===== config.mk =====
export PLATFORM = sky130hd
export DESIGN_NAME = emux_tx2
export DESIGN_NICKNAME = d
export VERILOG_FILES = /design/src/rtl/emux_tx2.sv
export SDC_FILE = /design/constraint.sdc
export NUM_CORES = 1
export LEC_CHECK = 0
export BUFFER_PORTS_ARGS = -buffer_cell sky130_fd_sc_hd__buf_2
export CAP_MARGIN = 10
export CELL_PAD_IN_SITES_DETAIL_PLACEMENT = 1
export CELL_PAD_IN_SITES_GLOBAL_PLACEMENT = 1
export CORE_MARGIN = 4
export CORE_UTILIZATION = 45
export DETAILED_ROUTE_END_ITERATION = 10
export PLACE_DENSITY = 0.87
export REMOVE_ABC_BUFFERS = 1
export SETUP_SLACK_MARGIN = 0.2
export SYNTH_ARGS = -nofsm -noshare
export SYNTH_HDL_FRONTEND = slang
export SYNTH_SLANG_ARGS = --single-unit
export TNS_END_PERCENT = 1

===== constraint.sdc =====
create_clock -name clk -period 5.9 [get_ports clk]
set_input_delay 1.18 -clock clk [delete_from_list [all_inputs] [get_ports clk]]
set_output_delay 1.18 -clock clk [all_outputs]
set_load 0.02 [all_outputs]

===== src/rtl/emux_tx2.sv =====
// emux_tx2: two-client round-robin TX mux emitting header, payload, CRC marker and idle gap.
// Optional macro EMUX_TX_PAD_EN pads payloads shorter than 18 bytes with zero bytes.
module emux_tx2 #(
  parameter logic [15:0] port1  = 16'd0,
  parameter logic [15:0] port2  = 16'd0,
  parameter int          len_dw = 11,
  parameter int          gap    = 12
) (
  input  logic              clk,
  input  logic              rst,
  input  logic [1:0]        req,
  input  logic [len_dw-1:0] len0,
  input  logic [len_dw-1:0] len1,
  output logic [1:0]        grant,
  output logic              rd,
  input  logic [7:0]        d0,
  input  logic [7:0]        d1,
  input  logic              out_hold,
  output logic              out_s,
  output logic [7:0]        out_d,
  output logic              out_crc,
  output logic              busy
);
  localparam int GW = (gap > 1) ? $clog2(gap) : 1;

  typedef enum logic [2:0] {S_IDLE, S_HDR, S_BODY, S_EOF, S_GAP} state_t;
  typedef enum logic [1:0] {K_HDR, K_DAT, K_PAD, K_CRC} kind_t;

  state_t            state_q, state_d;
  logic [1:0]        grant_q, grant_d;
  logic              cli_q, cli_d;
  logic              last_q, last_d;
  logic [len_dw-1:0] len_q, len_d;
  logic [len_dw-1:0] rem_q, rem_d;
  logic [15:0]       port_q, port_d;
  logic [1:0]        hcnt_q, hcnt_d;
  logic [GW-1:0]     gcnt_q, gcnt_d;
`ifdef EMUX_TX_PAD_EN
  logic [4:0]        pad_q, pad_d;
`endif

  logic              pick;
  logic [len_dw-1:0] len_sel;
  logic [15:0]       len16;
  logic              pad_left, body_last;

  logic              slot_v;
  kind_t             slot_k;
  logic [7:0]        slot_b;
  logic              rd_c;

  logic              vld_p1_q;
  kind_t             kind_p1_q;
  logic [7:0]        byte_p1_q;

  logic              out_s_q, out_s_d;
  logic              out_crc_q, out_crc_d;
  logic [7:0]        out_d_q, out_d_d;

  // Both requesting: serve the client that was not served last.
  assign pick    = (req == 2'b11) ? ~last_q : req[1];
  assign len_sel = pick ? len1 : len0;
  assign len16   = 16'(len_q);

`ifdef EMUX_TX_PAD_EN
  assign pad_left  = (pad_q != 5'd0);
  assign body_last = ((rem_q == len_dw'(1)) && !pad_left) ||
                     ((rem_q == '0) && (pad_q == 5'd1));
`else
  assign pad_left  = 1'b0;
  assign body_last = (rem_q == len_dw'(1));
`endif

  // Stage p0: frame FSM and slot issue
  always_comb begin
    state_d = state_q;
    grant_d = grant_q;
    cli_d   = cli_q;
    last_d  = last_q;
    len_d   = len_q;
    rem_d   = rem_q;
    port_d  = port_q;
    hcnt_d  = hcnt_q;
    gcnt_d  = gcnt_q;
`ifdef EMUX_TX_PAD_EN
    pad_d   = pad_q;
`endif
    slot_v  = 1'b0;
    slot_k  = K_HDR;
    slot_b  = 8'h00;
    rd_c    = 1'b0;
    case (state_q)
      S_IDLE: begin
        if (req != 2'b00) begin
          cli_d   = pick;
          last_d  = pick;
          grant_d = pick ? 2'b10 : 2'b01;
          len_d   = len_sel;
          rem_d   = len_sel;
          port_d  = pick ? port2 : port1;
          hcnt_d  = 2'd0;
`ifdef EMUX_TX_PAD_EN
          pad_d   = (32'(len_sel) < 32'd18) ? 5'(32'd18 - 32'(len_sel)) : 5'd0;
`endif
          state_d = S_HDR;
        end
      end
      S_HDR: begin
        if (!out_hold) begin
          slot_v = 1'b1;
          slot_k = K_HDR;
          case (hcnt_q)
            2'd0:    slot_b = port_q[15:8];
            2'd1:    slot_b = port_q[7:0];
            2'd2:    slot_b = len16[15:8];
            default: slot_b = len16[7:0];
          endcase
          hcnt_d = hcnt_q + 2'd1;
          if (hcnt_q == 2'd3) state_d = ((rem_q != '0) || pad_left) ? S_BODY : S_EOF;
        end
      end
      S_BODY: begin
        if (!out_hold) begin
          slot_v = 1'b1;
          if (rem_q != '0) begin
            slot_k = K_DAT;
            rd_c   = 1'b1;
            rem_d  = rem_q - len_dw'(1);
          end else begin
            slot_k = K_PAD;
          end
`ifdef EMUX_TX_PAD_EN
          if (rem_q == '0) pad_d = pad_q - 5'd1;
`endif
          if (body_last) state_d = S_EOF;
        end
      end
      S_EOF: begin
        if (!out_hold) begin
          slot_v  = 1'b1;
          slot_k  = K_CRC;
          grant_d = 2'b00;
          gcnt_d  = GW'(gap - 1);
          state_d = S_GAP;
        end
      end
      S_GAP: begin
        if (gcnt_q == '0) state_d = S_IDLE;
        else              gcnt_d  = gcnt_q - GW'(1);
      end
      default: state_d = S_IDLE;
    endcase
  end

  // Stage p1 -> output: payload byte arrives the cycle after rd, header byte is delayed to match
  always_comb begin
    out_s_d   = vld_p1_q && (kind_p1_q != K_CRC);
    out_crc_d = vld_p1_q && (kind_p1_q == K_CRC);
    out_d_d   = 8'h00;
    if (vld_p1_q) begin
      case (kind_p1_q)
        K_HDR:   out_d_d = byte_p1_q;
        K_DAT:   out_d_d = cli_q ? d1 : d0;
        default: out_d_d = 8'h00;
      endcase
    end
  end

  always_ff @(posedge clk) begin
    if (rst) begin
      state_q   <= S_IDLE;
      grant_q   <= 2'b00;
      cli_q     <= 1'b0;
      last_q    <= 1'b1;
      rem_q     <= '0;
      hcnt_q    <= 2'd0;
      gcnt_q    <= '0;
`ifdef EMUX_TX_PAD_EN
      pad_q     <= 5'd0;
`endif
      vld_p1_q  <= 1'b0;
      out_s_q   <= 1'b0;
      out_crc_q <= 1'b0;
      out_d_q   <= 8'h00;
    end else begin
      state_q   <= state_d;
      grant_q   <= grant_d;
      cli_q     <= cli_d;
      last_q    <= last_d;
      rem_q     <= rem_d;
      hcnt_q    <= hcnt_d;
      gcnt_q    <= gcnt_d;
`ifdef EMUX_TX_PAD_EN
      pad_q     <= pad_d;
`endif
      vld_p1_q  <= slot_v;
      out_s_q   <= out_s_d;
      out_crc_q <= out_crc_d;
      out_d_q   <= out_d_d;
    end
    len_q     <= len_d;
    port_q    <= port_d;
    kind_p1_q <= slot_k;
    byte_p1_q <= slot_b;
  end

  assign grant   = grant_q;
  assign rd      = rd_c;
  assign out_s   = out_s_q;
  assign out_d   = out_d_q;
  assign out_crc = out_crc_q;
  assign busy    = (state_q != S_IDLE);

endmodule


==> results of run 1 <==
[path summary, 6_finish.rpt]
path              slack [ps]  startpoint            to
setup reg to reg        3580    rem_q[6]      rem_q[9]
hold / removal           450    len_q[3]  byte_p1_q[3]
setup / recovery        2530  state_q[1]            rd
hold reg to reg          450    len_q[3]  byte_p1_q[3]
[cell usage in the layout (no fill, tap or decap), drive strengths merged, types with 7 or more instances in the layout]
master,n
nor3b,8
mux2,11
o32ai,9
a21oi,16
nor3,14
dfxtp,45
buf,57
edfxtp,11
nor2,27
a211oi,11
nor4,7
o21ai,7
inv,14
mux2i,10
nand2b,8
[worst max-delay path: cells and delay by family, from the launching register on]
| kind | cells | cell delay [ps] |
|---|---|---|
| buf+inv | 1 | 200 |
| flops | 1 | 670 |
| simple gates | 2 | 1020 |
[layout make-up]
| type | count | area, sq um | share of cell area |
|---|---|---|---|
| multi-input combinational | 193 | 1380 | 0.442 |
| sequential | 56 | 1230 | 0.393 |
| timing repair buffer | 57 | 288 | 0.0919 |
| tap | 75 | 93.8 | 0.0300 |
| clock buffer | 5 | 68.8 | 0.0220 |
| inverter | 12 | 45.0 | 0.0144 |
| clock inverter | 3 | 20.0 | 0.00639 |
[power by group through the flow]
stage                     sequential [W]  combinational [W]  clock [W]
after floorplan                 0.000468           0.000145          0
after global placement          0.000472           0.000204          0
after detailed placement        0.000476           0.000213          0
after CTS                       0.000467           0.000214   0.000220
after global routing            0.000473           0.000235   0.000240
final                           0.000467           0.000214   0.000216
[sequential cells by signal, summed over array words and instances (netlist names), 2 cells and up]
register   count
byte_p1_q      8
gcnt_q         4
grant          2
hcnt_q         2
kind_p1_q      2
len_q         11
out_d          8
rem_q         11
state_q        3
[cell families after synthesis]
family	count (synthesis)	share of synthesized area
adders and majority gates	6	0.0272
DFF	56	0.446
muxes	21	0.0812
xor gates and xnor gates	2	0.00635
AOI/OAI and AO/OA	63	0.168
and+or+nand+nor	101	0.219
buffers and inverters	33	0.0517
[layer usage]
metal | vias to the layer above | track usage | share of wire | routed length [um]
li1 | 1123 | - | - | -
met1 | 1115 | 0.214 | 0.41 | 2860
met2 | 52 | 0.359 | 0.53 | 3680
met3 | 8 | 0.0371 | 0.041 | 285
met4 | 0 | 0.0538 | 0.015 | 104
met5 | - | 0 | 0 | 0
[cell usage after synthesis, types with 4 or more instances]
cell type | number | share of area
a211oi_1 | 11 | 0.030
a21oi_1 | 16 | 0.029
a22oi_1 | 5 | 0.014
a31oi_1 | 5 | 0.011
and2_1 | 5 | 0.011
buf_1 | 5 | 0.0068
clkbuf_1 | 11 | 0.015
dfxtp_1 | 45 | 0.33
edfxtp_1 | 11 | 0.12
ha_1 | 6 | 0.027
inv_1 | 12 | 0.016
mux2_2 | 11 | 0.045
mux2i_1 | 10 | 0.036
nand2_1 | 5 | 0.0068
nand2b_1 | 8 | 0.018
nor2_1 | 27 | 0.037
nor3_1 | 14 | 0.025
nor3b_1 | 7 | 0.019
nor4_1 | 6 | 0.014
o21ai_0 | 4 | 0.0073
o32ai_1 | 5 | 0.016
o32ai_2 | 4 | 0.024
[per-stage QoR]
| stage | power, W | instances | setup slack, ps |
|---|---|---|---|
| after global routing | 0.000947 | 401 | 2370 |
| after detailed placement | 0.000689 | 393 | 2870 |
| after CTS | 0.000902 | 401 | 2500 |
| after global placement | 0.000676 | 393 | 2930 |
| final | 0.000897 | 401 | 2530 |
| after floorplan | 0.000613 | 261 | 3000 |
==> metrics.txt, run 1 <==
status finished clean; Crit. End Element primary output; fraction of layout instances using a drive strength above 1 0.270; gpl congestion 0.859; Setup crit start kind flip-flop; vias in the first global route 2342; FMAX 296 MHz; relative slew slack 0.476; CTS tree built; crit path max-delay cell type or3b_1; I/O Buffers 56; Setup Fix Bufs, Post-CTS 0; Initial Utilization 0.466; setup TNS 0 ps; Final Cycle Share 0.572; DIE WIDTH 86.3 um; DRT Pass-1 Iters 4; worst-margin pin slew 776 ps; Synth Warn # 0; core region area 5920 sq um; antenna viol nets, final 0; GRT Total Usage 0.189; Avg Cell Area, Syn 9.78 sq um; dpl cell area 3040 sq um; endpoints failing setup 0; initial antenna violation count 0; Top FF cell, synth dfxtp_1; crit-path cells or3b_1 > nor3_1 > buf_2; CTS Buf Count 5; crit path DAT 2190 ps; drt total wl 6930 um; DPL Wire Length 5270 um; clk slew on worst S/H paths 100 ps; CP max FO 23; Seq/Total Area, Yosys 0.446; Mapped Area 2760 sq um; CTS sink count 56; final design utilization 0.529; via/cell ratio 5.73; Finished Cell Area 3130 sq um; reg2reg path depth 4; worst vdd ir 0.128 mV; Worst-Skew Late Latency 310 ps; final hold slack 449 ps; sw power 0.000295 W; Async SR Flop Fraction 0; Final Net Count 374; Root Buffer clkbuf_8; CTS H-tree lvls 2; skew final 6.61 ps; Post-synth EDFFs 11; Post-CTS Hold Buffers 0; Worst Hold Class reg -> reg; Residual DRC 0; Syn Inst Count 282; GR Overflow Total 0; critical path type reg -> out; die area 7440 sq um; Seq pwr share 0.521; RSZ-0062 raised after global routing false; WP data required 4720 ps; Cell Pwr Density 287 nW/um^2; max-slew violations 0; Synth Register Bits 56; hold path depth 1; Via Count 2298; clock network power share 0.241; DR iter-0 viols 87; CTS max path bufs 2; final worst path period need 3370 ps; # diodes 0; first-pass GRT wire length 11200 um; post_cts resized 0; # IOs 57; largest net degree at the start of global routing 34; DR WL/cell 17.3 um; synth-to-layout area growth 13.5%; final hold viol count 0; # fillers 725; Switching Share 0.328; Pint 0.000602 W; Comb pwr share 0.238; Die Height 86.3 um; P_leak 1.21 nW; CP max stage delay 730 ps; Cell variety after synth 53; row cnt 28; Max Cap Viol 0
No activity file was read; power rests on OpenSTA's default activity.
==> run 2: changes to the inputs <==
ABC_AREA = 1   (was not set)
CORE_UTILIZATION = 36   (was 45)
PLACE_DENSITY = 0.78   (was 0.87)
clock period = 3 ns   (was 5.9 ns; I/O delays follow)
==> run 2 against run 1 <==
- die area grew 27%
- area after synthesis rose by 3.8%
- power rose to 3.3 times the previous value
- routed wire length grew 9.8%
- combinational power increased to 6.4 times the previous value
- clock skew about the same
- global-route usage is 2.5 points lower
- sequential power is 140% higher
- clock-buffer cell count stayed put
- sequential share of layout area shrank 2.3 points
- non-clock buffer count stayed put
- critical endpoint unchanged
- largest power group is now combinational logic
==> metrics.txt, run 2 <==
dpl cells 529 (+35%); first-pass GRT wire length 12900 um (+15%); final hold viol count 0 (unchanged); Worst-Skew Late Latency 320 ps (about the same); post_cts resized 0 (unchanged); CTS Buf Count 5 (unchanged); Residual DRC 0 (unchanged); vias in the first global route 2722 (+16%); Top FF cell, synth dfxtp_1; Seq/Total Area, Yosys 0.430 (-0.0164); status finished clean; Comb pwr share 0.466 (+0.228); setup TNS 0 ps (unchanged); Setup Fix Bufs, Post-CTS 0 (unchanged); relative slew slack 0.569 (+0.0936); fraction of layout instances using a drive strength above 1 0.223 (-0.0470); skew final 6.64 ps (+0.0349 ps); dpl cell area 3230 sq um (+6.2%); # diodes 0 (unchanged); largest net degree at the start of global routing 21 (-38%); row cnt 32 (+14%); most common library cells after synthesis 92 x nand2_1, 45 x dfxtp_1, 44 x inv_1; sw power 0.00135 W (+360%); R2R Path End rem_q[9]; Post-synth EDFFs 11 (unchanged); Compound-Gate Fraction of Synth Area 0.150 (-0.0184); Setup crit start kind flip-flop; clock network power share 0.153 (-0.088); worst r2r src state_q[1]; xor and xnor area share after synthesis 0.00612 (-0.000233); reg2reg setup slack 1170 ps (-2410 ps); CTS sink count 56 (unchanged); Pint 0.00158 W (+160%); Synth Register Bits 56 (unchanged); CTS max path bufs 2 (unchanged); Top Registers len_q (11), rem_q (11); worst-margin pin slew 645 ps (-131 ps); Post-CTS Hold Buffers 0 (unchanged); CP max FO 16 (-30%); max-slew violations 0 (unchanged); Hold Path End vld_p1_q; count leader, synth nand2_1; area share of the largest cell type after synthesis 0.315 (-0.0120); hold path depth 2 (+1); synth-to-layout area growth 16.2%; DR WL/cell 14.2 um (-18%); clk slew on worst S/H paths 110 ps (about the same); Avg Cell Area, Syn 7.55 sq um (-23%); Reg area 1230 sq um (unchanged); # fillers 1023 (+41%); DRT Pass-1 Iters 4 (unchanged); via/cell ratio 4.91 (-14%); crit path DAT 1810 ps (-380 ps); Final Cycle Share 0.803; DR iter-0 viols 135 (+55%); FMAX 415 MHz; worst vdd ir 0.322 mV (+150%); Cell variety after synth 32 (-40%); final worst path period need 2410 ps; endpoints failing setup 0 (unchanged); most frequent cells in the layout 92 x nand2_1, 56 x buf_2, 45 x dfxtp_1, 44 x inv_1, 41 x nor2_1; Setup WS post-layout 592 ps (-1930 ps); Async SR Flop Fraction 0 (unchanged); Multi-input gate area 1400 sq um (+1.3%); CTS H-tree lvls 2 (unchanged); post-synthesis mux area share 0 (-0.0812); Die Height 97.2 um (+13%); Root Buffer clkbuf_8; RSZ-0062 raised after global routing false; core region area 7730 sq um (+31%); combinational family with the most area after synthesis simple AND/OR/NAND/NOR gates; # IOs 57 (unchanged); Seq pwr share 0.381 (-0.140); Simple-Gate Fraction of Synth Area 0.307 (+0.0886); Synth Warn # 0 (unchanged); gpl congestion 0.853 (-0.70%); DPL Wire Length 6000 um (+14%); Initial Utilization 0.370 (-0.0953); P_leak 1.54 nW (+27%); die area 9440 sq um (+27%); Via Count 2636 (+15%); Final Net Count 483 (+29%); commonest non-fill, non-tap cell in the layout nand2_1; Worst Hold Class in -> reg; Cell Pwr Density 882 nW/um^2 (+210%); Mapped Area 2860 sq um (+3.8%); pre-CTS setup slack 790 ps (-2080 ps); GRT Total Usage 0.165 (-0.0248); GR Overflow Total 0 (unchanged); Syn Inst Count 379 (+34%); Post-Synth Adder-Cell Area 0.0262 (-0.000999); hold path start out_hold; critical path type reg -> out; I/O Buffers 56 (unchanged); DIE WIDTH 97.2 um (+13%); Crit. End Element primary output; reg2reg path depth 9 (+5); Max Cap Viol 0 (unchanged); antenna viol nets, final 0 (unchanged); drt total wl 7610 um (+9.8%); WP data required 2400 ps (-2320 ps); Synth area leader dfxtp_1; Finished Cell Area 3330 sq um (+6.2%); Non-Filler Instances 537 (+34%); Synth area leaders dfxtp_1 31%, nand2_1 12%, edfxtp_1 12%, inv_1 5.8%, nor2_1 5.4%; CTS tree built; initial antenna violation count 0 (unchanged); Switching Share 0.461 (+0.133)
-- run 2: worst max path at each step --
stage                     to  slack (ps)  cells past startpoint        from
floorplan                 rd        1130                      4  state_q[1]
global placement    rem_q[6]         840                     10      req[0]
detailed placement  rem_q[6]         790                     10      req[0]
CTS                       rd         560                      5  state_q[1]
global route              rd         480                      5  state_q[1]
finish                    rd         590                      5  state_q[1]
-- run 2: power by group through the flow --
stage | registers [W] | clock network, W | logic [W]
2_1_floorplan | 0.00111 | 0 | 0.00102
4_1_cts | 0.00112 | 0.000461 | 0.00138
5_1_grt | 0.00114 | 0.000486 | 0.00155
6_report | 0.00112 | 0.000448 | 0.00137
3_3_place_gp | 0.00113 | 0 | 0.00133
3_5_place_dp | 0.00113 | 0 | 0.00137
-- run 2: final cells by class --
cell class | count | area share
Clock buffer | 5 | 0.0207
Clock inverter | 3 | 0.00828
Inverter | 47 | 0.0546
Multi-Input combinational cell | 267 | 0.421
Sequential cell | 56 | 0.370
Tap cell | 102 | 0.0384
Timing Repair Buffer | 57 | 0.0865
-- run 2: cells by family (layout without fill, tap and decap cells) --
group                    Yosys count  count (layout)
AND/OR/NAND/NOR                  185             185
AO/OA/AOI/OAI                     74              74
flip-flops                        56              56
buffers and inverters             56             112
adder cells (fa/ha/maj)            6               6
XOR/XNOR                           2               2
-- run 2: metrics by stage --
step / util / hold WS (ps) / total power (W)
floorplan: - / 426 / 0.00213
global placement: 0.418 / 435 / 0.00246
detailed placement: 0.418 / 446 / 0.00250
CTS: 0.430 / 453 / 0.00296
global route: 0.430 / 450 / 0.00318
finish: 0.430 / 456 / 0.00293
-- run 2: critical path: stages (launching register included) --
cell     delay (ps)
dfxtp_1         650
nand2_4         230
inv_4           200
nand2_4         100
nor2_1          130
buf_2           180
-- run 2: routing by layer --
layer | track usage | up-vias | wire length, um
li1 | - | 1336 | -
met4 | 0.0432 | 0 | 87
met3 | 0.0337 | 9 | 270
met1 | 0.205 | 1245 | 3540
met2 | 0.289 | 46 | 3710
met5 | 0 | - | 0
